[src/rtl/booth_pkg.sv]
// Shared Booth radix-4 digit decode types and helpers for the approximate multiplier family.
package booth_pkg;

  typedef struct packed {
    logic neg;
    logic two;
    logic zero;
  } booth_dig_t;

  function automatic int unsigned BOOTH_K(int unsigned n);
    return n / 2;
  endfunction

  function automatic booth_dig_t booth_decode(logic [2:0] g);
    booth_dig_t d;
    case (g)
      3'b001, 3'b010: d = '{neg: 1'b0, two: 1'b0, zero: 1'b0};
      3'b011:         d = '{neg: 1'b0, two: 1'b1, zero: 1'b0};
      3'b100:         d = '{neg: 1'b1, two: 1'b1, zero: 1'b0};
      3'b101, 3'b110: d = '{neg: 1'b1, two: 1'b0, zero: 1'b0};
      default:        d = '{neg: 1'b0, two: 1'b0, zero: 1'b1};
    endcase
    return d;
  endfunction

endpackage

[src/rtl/booth_r4_pprow.sv]
// One radix-4 Booth partial-product row with the approximate 2A path on the low m columns.
module booth_r4_pprow
  import booth_pkg::*;
#(
  parameter int N  = 10,
  parameter int MW = $clog2(N + 2)
) (
  input  logic [N:0]    xe,
  input  logic [2:0]    grp,
  input  logic [MW-1:0] m,
  input  logic          exact_neg,
  output logic [N+1:0]  row,
  output logic          corr
);

  booth_dig_t dig;
  logic [N:0] xs;
  logic       sel;

  assign dig = booth_decode(grp);
  assign xs  = {xe[N-1:0], 1'b0};

  // Columns below m keep the unshifted operand bit even when the digit asks for 2A.
  always_comb begin
    row = '0;
    sel = 1'b0;
    for (int unsigned t = 0; t <= N; t++) begin
      sel    = (dig.two && t >= 32'(m)) ? xs[t] : xe[t];
      row[t] = ~dig.zero & (dig.neg ^ sel);
    end
    row[N+1] = dig.neg;
    if (!exact_neg) row[0] = row[0] | dig.neg;
  end

  assign corr = exact_neg & dig.neg;

endmodule

[src/rtl/booth_r4_approx_pipe.sv]
// Three-stage radix-4 Booth multiplier with per-beat approximation depth and valid/ready flow control.
module booth_r4_approx_pipe
  import booth_pkg::*;
#(
  parameter int N   = 10,
  parameter int MW  = $clog2(N + 2),
  parameter int IDW = 4
) (
  input  logic             clk,
  input  logic             rst_n,
  input  logic             in_valid,
  output logic             in_ready,
  input  logic [N-1:0]     in_x,
  input  logic [N-1:0]     in_y,
  input  logic [MW-1:0]    in_m,
  input  logic             in_exact_neg,
  input  logic [IDW-1:0]   in_id,
  output logic             out_valid,
  input  logic             out_ready,
  output logic [2*N-1:0]   out_p,
  output logic [IDW-1:0]   out_id
);

  localparam int unsigned   K     = BOOTH_K(N);
  localparam int            PW    = 2 * N;
  localparam logic [MW-1:0] M_MAX = MW'(N + 1);

  logic adv;

  logic           s1_v_q, s1_v_d;
  logic [N-1:0]   x_q, x_d, y_q, y_d;
  logic [MW-1:0]  m_q, m_d;
  logic           exn_q, exn_d;
  logic [IDW-1:0] s1_id_q, s1_id_d;

  logic           s2_v_q, s2_v_d;
  logic [PW-1:0]  rows_q [K+1];
  logic [PW-1:0]  rows_d [K+1];
  logic [PW-1:0]  corr_q, corr_d;
  logic [IDW-1:0] s2_id_q, s2_id_d;

  logic           out_v_q, out_v_d;
  logic [PW-1:0]  p_q, p_d;
  logic [IDW-1:0] oid_q, oid_d;

  logic [N:0]     xe;
  logic [N+2:0]   ye;
  logic [N+1:0]   row_w [K+1];
  logic [K:0]     corr_w;

  assign adv       = ~out_v_q | out_ready;
  assign in_ready  = adv;
  assign out_valid = out_v_q;
  assign out_p     = p_q;
  assign out_id    = oid_q;

  assign xe = {1'b0, x_q};
  assign ye = {2'b00, y_q, 1'b0};

  for (genvar gi = 0; gi <= K; gi++) begin : g_row
    booth_r4_pprow #(.N(N), .MW(MW)) u_row (
      .xe        (xe),
      .grp       (ye[2*gi+2 -: 3]),
      .m         (m_q),
      .exact_neg (exn_q),
      .row       (row_w[gi]),
      .corr      (corr_w[gi])
    );
  end

  always_comb begin
    s1_v_d  = s1_v_q;
    x_d     = x_q;
    y_d     = y_q;
    m_d     = m_q;
    exn_d   = exn_q;
    s1_id_d = s1_id_q;
    if (adv) begin
      s1_v_d  = in_valid;
      x_d     = in_x;
      y_d     = in_y;
      m_d     = (in_m > M_MAX) ? M_MAX : in_m;
      exn_d   = in_exact_neg;
      s1_id_d = in_id;
    end
  end

  always_comb begin
    s2_v_d  = s2_v_q;
    rows_d  = rows_q;
    corr_d  = corr_q;
    s2_id_d = s2_id_q;
    if (adv) begin
      s2_v_d  = s1_v_q;
      s2_id_d = s1_id_q;
      corr_d  = '0;
      for (int unsigned i = 0; i <= K; i++) begin
        rows_d[i] = {{(PW-N-2){row_w[i][N+1]}}, row_w[i]} << (2 * i);
        corr_d    = corr_d | (PW'(corr_w[i]) << (2 * i));
      end
    end
  end

  always_comb begin
    out_v_d = out_v_q;
    p_d     = p_q;
    oid_d   = oid_q;
    if (adv) begin
      out_v_d = s2_v_q;
      oid_d   = s2_id_q;
      p_d     = corr_q;
      for (int unsigned i = 0; i <= K; i++) p_d = p_d + rows_q[i];
    end
  end

  always_ff @(posedge clk or negedge rst_n) begin
    if (!rst_n) begin
      s1_v_q  <= 1'b0;
      x_q     <= '0;
      y_q     <= '0;
      m_q     <= '0;
      exn_q   <= 1'b0;
      s1_id_q <= '0;
      s2_v_q  <= 1'b0;
      for (int unsigned i = 0; i <= K; i++) rows_q[i] <= '0;
      corr_q  <= '0;
      s2_id_q <= '0;
      out_v_q <= 1'b0;
      p_q     <= '0;
      oid_q   <= '0;
    end else begin
      s1_v_q  <= s1_v_d;
      x_q     <= x_d;
      y_q     <= y_d;
      m_q     <= m_d;
      exn_q   <= exn_d;
      s1_id_q <= s1_id_d;
      s2_v_q  <= s2_v_d;
      rows_q  <= rows_d;
      corr_q  <= corr_d;
      s2_id_q <= s2_id_d;
      out_v_q <= out_v_d;
      p_q     <= p_d;
      oid_q   <= oid_d;
    end
  end

endmodule

[config.mk]
export PLATFORM = sky130hd
export DESIGN_NAME = booth_r4_approx_pipe
export DESIGN_NICKNAME = d
export VERILOG_FILES = /design/src/rtl/booth_pkg.sv /design/src/rtl/booth_r4_pprow.sv /design/src/rtl/booth_r4_approx_pipe.sv
export SDC_FILE = /design/constraint.sdc
export NUM_CORES = 1
export LEC_CHECK = 0
export CORE_ASPECT_RATIO = 0.8
export CORE_MARGIN = 2
export CORE_UTILIZATION = 30
export DETAILED_ROUTE_END_ITERATION = 7
export RECOVER_POWER = 100
export SYNTH_ARGS = -nofsm -noshare
export SYNTH_HDL_FRONTEND = slang
export SYNTH_SLANG_ARGS = --single-unit
[constraint.sdc]
create_clock -name clk -period 9.8 [get_ports clk]
set_input_delay 0.98 -clock clk [delete_from_list [all_inputs] [get_ports clk]]
set_output_delay 0.98 -clock clk [all_outputs]
set_load 0.02 [all_outputs]
==> results of run 1 <==
-- Yosys cell counts, drive strengths merged (2+ instances only) --
cell type  number
nand2         195
dfrtp         135
nor2          109
inv            99
a21oi          48
fa             48
o21ai          47
clkbuf         42
buf            28
ha             28
xor2           28
mux2i          19
nand3          19
a221o          15
a221oi         14
mux2           14
nand2b         14
xnor2          14
o22ai          11
a211oi         10
a21o            9
o221ai          9
nor3            6
o211ai          6
o21a            6
or3             6
a31oi           5
nand3b          5
nand4           4
o31ai           4
o32ai           4
or3b            4
a32oi           3
nor2b           3
o22a            2
or2             2
-- layout make-up --
cell class                      instances  area (um^2)  share of cell area [%]
Timing Repair Buffer                   63          608                    5.86
Inverter                              100          378                    3.64
Clock buffer                           18          439                    4.24
Tap cell                              377          472                    4.55
Clock inverter                         14          148                    1.42
Sequential cell                       135         3380                    32.6
Multi-Input combinational cell        720         4950                    47.7
-- how the worst min path moves through the flow --
stage / endpoint / depth (start not counted) / slack, ps
finish: s1_id_q[1] / 2 / 460
floorplan: s2_v_q / 2 / 430
CTS: s2_id_q[0] / 2 / 470
global placement: s2_v_q / 2 / 440
detailed placement: out_valid / 1 / 450
global route: s1_v_q / 2 / 490
-- critical path, cell delays in order --
cell and delay, ps:
dlygate4sd3_1 560, nor2b_1 1890, inv_4 130, clkbuf_1 1320, nand3_1 940, mux2i_1 220, a21o_1 200
-- registers in the layout, summed over array words and instances, names as in the netlist --
register	cells
out_p	20
rows_q	70
out_id	4
s1_id_q	4
s2_id_q	4
out_valid	1
y_q	10
x_q	10
s2_v_q	1
exn_q	1
corr_q	5
s1_v_q	1
m_q	4
-- logic make-up (layout without fill, tap and decap cells) --
kind of cell	after synthesis	after routing	share of synthesized area [%]
adder cells (fa/ha/maj)	76	76	14.6
flip-flops	135	135	37.6
buffers and inverters	170	195	7.34
multiplexers	33	33	3.87
XOR/XNOR	42	42	4.09
AND/OR/NAND/NOR	372	372	17.6
AO/OA/AOI/OAI	197	197	14.9
-- layer usage --
metal | global-route usage (%) | vias to the layer above
li1 | - | 3422
met1 | 23.9 | 3360
met2 | 20.7 | 179
met3 | 3.63 | 18
met4 | 3.11 | 0
met5 | 0 | -
-- per-stage QoR --
stage / area, um^2 / util [%] / instances / hold slack (ps) / worst slack (ps)
finish: 10400 / 35.3 / 1427 / 465 / 3850
global route: 10400 / 35.3 / 1427 / 486 / 3340
CTS: 10400 / 35.4 / 1427 / 469 / 5890
detailed placement: 9800 / 33.4 / 1395 / 455 / 5910
global placement: 9800 / 33.4 / 1395 / 444 / 5940
floorplan: 8980 / - / 1025 / 430 / 6130
==> flow_metrics.env, run 1 <==
export IMPL_violations="capacitance limit, slew limit"
export IMPL_ant_nets=0
export IMPL_m1WireLength_um=12100
export IMPL_cts_tree="built"
export IMPL_finalWirelength_um=23000
export IMPL_dieHeight_um=159
export IMPL_synth_flop_cell="dfrtp_1"
export IMPL_initial_core_util_pct=30.6
export IMPL_fin_skew_ps=13.4
export IMPL_synth_top_cell_area_share_pct=37.6
export IMPL_place_gp_congestion=0.841
export IMPL_worst_slew_pin_slew_ps=3710
export IMPL_core_area_um2=29400
export IMPL_antenna_found_initial=0
export IMPL_cts_setup_buffers=0
export IMPL_seq_area_frac_synth_pct=37.6
export IMPL_layout_commonest_cell="nand2_1"
export IMPL_mostFrequentLayoutCells="nand2_1, dfrtp_1, nor2_1"
export IMPL_r2r_end="rows_q[85]"
export IMPL_clkSinkCount=135
export IMPL_ff2ff_path_depth=6
export IMPL_final_nets=1146
export IMPL_finalHoldViolations=0
export IMPL_critPathArrivalTime_ps=6260
export IMPL_hold_path_class="register to register"
export IMPL_area_growth_pct=15.4
export IMPL_clock_latency_ps=440
export IMPL_root_buffer="clkbuf_16"
export IMPL_hpwlAfterDp_um=16300
export IMPL_worstSetupEndpointType="register"
export IMPL_status="complete, but fails checks"
export IMPL_worst_r2r_setup_slack_ps=4530
export IMPL_post_route_period_util_pct=60.7
export IMPL_grt_usage_pct=15.2
export IMPL_path_class="input pin to register"
export IMPL_relSlewSlack_pct=-148
export IMPL_min_from="s1_id_q[1]"
export IMPL_critPathLaunch="out_ready"
export IMPL_post_route_min_period_ps=5950
export IMPL_wl_met2_um=9370
export IMPL_die_w_um=197
export IMPL_synthTopCellsByArea="dfrtp_1, fa_1, nand2_1"
export IMPL_portBuffers=58
export IMPL_timing_rr_start="out_valid"
export IMPL_num_vias=6979
export IMPL_top_layer="met4"
export IMPL_cts_made_buffers=17
export IMPL_grt_first_pass_wirelength_um=37400
export IMPL_fin_tns_setup_ps=0
export IMPL_fill_cells=3006
export IMPL_synthesis_area_um2=8980
export IMPL_grt_overflow=0
export IMPL_cp_start_kind="input pin"
export IMPL_cts_resized=0
export IMPL_setup_viol=0
export IMPL_synth_cell_types=56
export IMPL_cp_data_required_time_ps=10120
export IMPL_antenna_cells=0
export IMPL_synth_seq_cells=135
export IMPL_rows=56
export IMPL_drt_iter0_markers=546
export IMPL_drc=0
export IMPL_rsz0062_at_grt="no"
export IMPL_grt_pass1_vias=6752
export IMPL_die_area_um2=31400
export IMPL_crit_end="rows_q[85]"
export IMPL_clock_path_buffers=2
export IMPL_avgSynthCellArea_um2=8.76
export IMPL_grt_max_degree=89
export IMPL_crit_fanout=80
export IMPL_final_max_slew_viol_count=187
export IMPL_cap_viol_max_count=3
export IMPL_yosys_warnings=0
export IMPL_path_clk_slew_ps=60
export IMPL_wl_met3_um=1320
export IMPL_ctsHoldBuffers=0
export IMPL_cts_htree_levels=4
export IMPL_yosysTopAreaCell="dfrtp_1"
export IMPL_synthesis_nets=1134
export IMPL_viasPerCell=4.89
export IMPL_synth_cells=1025
export IMPL_layout_drive_gt1_share_pct=5.33
export IMPL_async_reset_ff_share_pct=100
export IMPL_drt_pass1_iterations=5
export IMPL_clock_fmax_mhz=168
export IMPL_ioPinCount=59
export IMPL_routedWlPerCell_um=16.1
export IMPL_synth_edff_count=0
Power of run 1 is left out: the tool's default activity adds up to more than one toggle a clock period on the data nets, which glitch-free logic cannot reach.
==> inputs of run 2 (changes only) <==
==> constraint.sdc (replaced) <==
create_clock -name clk -period 6.1 [get_ports clk]
set_input_delay 0.61 -clock clk [delete_from_list [all_inputs] [get_ports clk]]
set_output_delay 0.61 -clock clk [all_outputs]
set_load 0.02 [all_outputs]
==> flow_metrics.env, run 2 (synthesis results as in run 1) <==
export IMPL_wl_met3_um=1320
export IMPL_cpMaxStageDelayCell="fa_1"
export IMPL_antenna_found_initial=0
export IMPL_num_vias=7123
export IMPL_drc=0
export IMPL_clock_path_buffers=2
export IMPL_grt_usage_pct=15.2
export IMPL_cp_start_kind="register"
export IMPL_finalWirelength_um=22900
export IMPL_final_max_slew_viol_count=199
export IMPL_grt_max_degree=90
export IMPL_drt_iter0_markers=584
export IMPL_clock_latency_ps=440
export IMPL_hold_path_class="register to register"
export IMPL_viasPerCell=5.00
export IMPL_rsz0062_at_grt="no"
export IMPL_path_clk_slew_ps=60
export IMPL_core_area_um2=29400
export IMPL_cts_htree_levels=4
export IMPL_antenna_cells=0
export IMPL_ioPinCount=59
export IMPL_fin_skew_ps=15.2
export IMPL_drt_pass1_iterations=5
export IMPL_crit_chain="inv_1, fa_1, inv_1, fa_1, inv_1, fa_1, inv_1, ha_1, a21oi_1, a21boi_0, o311ai_0, o21ai_0, xnor2_1, o21ai_1"
export IMPL_relSlewSlack_pct=-134
export IMPL_layout_drive_gt1_share_pct=4.96
export IMPL_post_route_min_period_ps=4050
export IMPL_die_area_um2=31400
export IMPL_layout_commonest_cell="nand2_1"
export IMPL_worst_hold_path_num_cells=2
export IMPL_initial_core_util_pct=30.6
export IMPL_cts_setup_buffers=0
export IMPL_mostFrequentLayoutCells="nand2_1, dfrtp_1, nor2_1"
export IMPL_fill_cells=3026
export IMPL_cp_common_cell="inv_1"
export IMPL_path_class="register to register"
export IMPL_slowest_delay_ps=530
export IMPL_largest_register="rows_q"
export IMPL_final_nets=1145
export IMPL_ff2ff_path_depth=14
export IMPL_cts_tree="built"
export IMPL_finalHoldViolations=0
export IMPL_root_buffer="clkbuf_16"
export IMPL_cp_data_required_time_ps=6340
export IMPL_post_route_period_util_pct=66.5
export IMPL_largest_reg_flops=70
export IMPL_crit_fanout=7
export IMPL_cap_viol_max_count=3
export IMPL_portBuffers=58
export IMPL_hpwlAfterDp_um=16300
export IMPL_die_w_um=197
export IMPL_min_to="out_p[2]"
export IMPL_m1WireLength_um=12100
export IMPL_grt_first_pass_wirelength_um=37600
export IMPL_ctsHoldBuffers=0
export IMPL_cts_made_buffers=17
export IMPL_worst_r2r_setup_slack_ps=2050
export IMPL_ant_nets=0
export IMPL_status="complete, but fails checks"
export IMPL_fin_tns_setup_ps=0
export IMPL_clkSinkCount=135
export IMPL_top_layer="met4"
export IMPL_r2r_end="out_p[18]"
export IMPL_min_from="out_p[2]"
export IMPL_clock_fmax_mhz=247
export IMPL_wl_met2_um=9260
export IMPL_worst_slew_pin_slew_ps=3510
export IMPL_timing_rr_start="rows_q[10]"
export IMPL_dieHeight_um=159
export IMPL_worstSetupEndpointType="register"
export IMPL_grt_pass1_vias=6766
export IMPL_critPathArrivalTime_ps=4300
export IMPL_cts_resized=0
export IMPL_area_growth_pct=15.0
export IMPL_rows=56
export IMPL_setup_viol=0
export IMPL_grt_overflow=0
export IMPL_routedWlPerCell_um=16.0
export IMPL_violations="capacitance limit, slew limit"
export IMPL_place_gp_congestion=0.866
==> run 2: worst max path at each step <==
stage / endpoint / slack (ps) / cells after the start / start
4_1_cts: out_p[19] / 2230 / 14 / rows_q[10]
3_5_place_dp: out_p[19] / 2240 / 14 / rows_q[10]
6_report: out_p[18] / 2050 / 14 / rows_q[10]
3_3_place_gp: out_p[19] / 2290 / 14 / rows_q[10]
5_1_grt: m_q[1] / 1580 / 2 / rst_n
2_1_floorplan: out_p[19] / 2430 / 15 / rows_q[10]
==> run 2: metal layers <==
metal	vias to the layer above	global-route usage [%]
li1	3430	-
met1	3462	24.4
met2	215	20.5
met3	16	2.78
met4	0	3.45
met5	-	0
==> run 2: worst max-delay path, delay by kind of cell, from the launching register on <==
kind / cells / cell delay [ps]
AO/OA/AOI/OAI: 5 / 1200
buffers and inverters: 4 / 210
flip-flops: 1 / 330
adder cells (fa/ha/maj): 4 / 1950
XOR/XNOR: 1 / 170
==> run 2: layout make-up <==
cell class / instances / area (um^2) / share of cell area, %
Tap cell: 377 / 472 / 4.57
Clock buffer: 18 / 429 / 4.16
Timing Repair Buffer: 62 / 598 / 5.79
Multi-Input combinational cell: 720 / 4930 / 47.8
Inverter: 100 / 378 / 3.66
Sequential cell: 135 / 3380 / 32.7
Clock inverter: 14 / 138 / 1.33
==> run 2: through the flow <==
step                setup slack (ps)  area [um^2]  hold slack (ps)  instances  utilization, %
floorplan                       2430         8980              314       1025               -
finish                          2050        10300              456       1426            35.2
global route                    1580        10300              478       1426            35.2
global placement                2290         9790              443       1394            33.4
detailed placement              2240         9790              456       1394            33.4
CTS                             2230        10400              188       1426            35.3
Power of run 2 is left out for the same reason.
==> inputs of run 3 (changes only) <==
==> constraint.sdc (replaced) <==
create_clock -name clk -period 3.45 [get_ports clk]
set_input_delay 0.345 -clock clk [delete_from_list [all_inputs] [get_ports clk]]
set_output_delay 0.345 -clock clk [all_outputs]
set_load 0.02 [all_outputs]
==> flow_metrics.env, run 3 (synthesis results as in run 1) <==
export IMPL_grt_first_pass_wirelength_um=39400
export IMPL_dieHeight_um=159
export IMPL_crit_fanout=4
export IMPL_antenna_found_initial=1
export IMPL_num_vias=7298
export IMPL_fin_ws_ps=-128
export IMPL_multi_input_area_um2=5300
export IMPL_cts_tree="built"
export IMPL_drt_iter0_markers=653
export IMPL_hold_path_class="input pin to register"
export IMPL_cap_viol_max_count=1
export IMPL_clkSinkCount=135
export IMPL_grt_usage_pct=15.9
export IMPL_post_route_period_util_pct=104
export IMPL_cp_start_kind="register"
export IMPL_die_w_um=197
export IMPL_largest_register="rows_q"
export IMPL_finalHoldViolations=0
export IMPL_ant_nets=0
export IMPL_violations="capacitance limit, slew limit, setup timing"
export IMPL_grt_pass1_vias=7053
export IMPL_post_route_util_pct=38.4
export IMPL_area_growth_pct=25.3
export IMPL_clock_fmax_mhz=279
export IMPL_worst_slew_pin_slew_ps=2590
export IMPL_cp_data_required_time_ps=3740
export IMPL_drc=0
export IMPL_grt_overflow=0
export IMPL_cts_made_buffers=17
export IMPL_place_gp_congestion=0.857
export IMPL_layout_commonest_cell="nand2_1"
export IMPL_hpwlAfterDp_um=16900
export IMPL_place_ws_ps=-225
export IMPL_antenna_cells=0
export IMPL_portBuffers=58
export IMPL_core_area_um2=29400
export IMPL_root_buffer="clkbuf_16"
export IMPL_rows=56
export IMPL_post_route_min_period_ps=3580
export IMPL_ioPinCount=59
export IMPL_finalWirelength_um=24500
export IMPL_cts_htree_levels=4
export IMPL_grt_max_degree=123
export IMPL_drt_pass1_iterations=7
export IMPL_initial_core_util_pct=30.6
export IMPL_clock_latency_ps=430
export IMPL_setup_viol=5
export IMPL_status="complete, but fails checks"
export IMPL_ctsHoldBuffers=0
export IMPL_final_max_slew_viol_count=95
export IMPL_critPathArrivalTime_ps=3870
export IMPL_die_area_um2=31400
export IMPL_relSlewSlack_pct=-72.8
export IMPL_path_class="register to register"
export IMPL_clock_path_buffers=2
export IMPL_layout_drive_gt1_share_pct=17.0
export IMPL_rsz0062_at_grt="yes"
export IMPL_path_clk_slew_ps=60
export IMPL_regArea_um2=3380
export IMPL_fin_skew_ps=11.4
export IMPL_largest_reg_flops=70
export IMPL_final_nets=1218
export IMPL_worstSetupEndpointType="register"
export IMPL_fill_cells=2921
export IMPL_mostFrequentLayoutCells="nand2_1, dfrtp_1, nor2_1"
export IMPL_viasPerCell=4.88
export IMPL_routedWlPerCell_um=16.4
-- run 3: cell types whose count changed in the layout (fill, tap and decap cells not counted), moves of 7 or more --
cell and delta:
buf_4 +67, clkdlybuf4s50_1 +27, dlygate4sd3_1 -27, inv_1 -15
inv_2 +15, ha_1 -12, ha_4 +8, o21ai_0 -7
o21ai_2 +7
-- run 3: routing by layer --
layer	GRT usage, %	routed length (um)	vias to the layer above
li1	-	-	3570
met1	24.9	12600	3527
met2	22.4	10400	178
met3	3.29	1270	21
met4	2.90	166	2
met5	0	11	-
-- run 3: worst paths after layout --
kind / start / slack (ps) / endpoint / cells past startpoint
max: rows_q[71] / -130 / out_p[16] / 14
min: in_y[5] / 440 / y_q[5] / 3
max reg2reg: rows_q[71] / -130 / out_p[16] / 14
min reg2reg: s2_v_q / 460 / s2_v_q / 2
max in group asynchronous: rst_n / 1020 / x_q[7] / 2
min in group asynchronous: rst_n / 640 / out_p[16] / 1
-- run 3: cell type report --
cell class                 count  share of cell area, %
inverter                     100                   3.36
timing repair buffer         135                   10.4
clock inverter                11                  0.911
tap                          377                   4.19
sequential                   135                   30.0
clock buffer                  19                   4.02
multi-input combinational    720                   47.1
-- run 3: per-stage QoR --
| step | cells | area (um^2) | hold WS [ps] | setup TNS, ps |
|---|---|---|---|---|
| 4_1_cts | 1493 | 11100 | 50.3 | -313 |
| 3_5_place_dp | 1450 | 10300 | 453 | -1070 |
| 6_report | 1497 | 11300 | 442 | -398 |
| 5_1_grt | 1497 | 11300 | 431 | -1340 |
| 2_1_floorplan | 1025 | 9040 | 49.4 | 0 |
| 3_3_place_gp | 1450 | 10300 | 448 | -515 |
-- run 3: worst max-delay path: stages (launching register included) --
cell and delay (ps):
dfrtp_1 380, inv_2 70, fa_1 560, inv_2 40, fa_1 520, inv_1 50, fa_1 480, inv_2 40
ha_4 290, nand4_1 150, a221oi_4 300, o311ai_4 160, o21ai_2 180, xnor2_2 130, o21ai_1 70
-- run 3: timing repair --
action	CTS	global route
setup buffers	13	5
endpoints found under the setup margin	7	11
gates resized for setup	39	36
pin swaps	30	31
Power of run 3 is left out for the same reason.
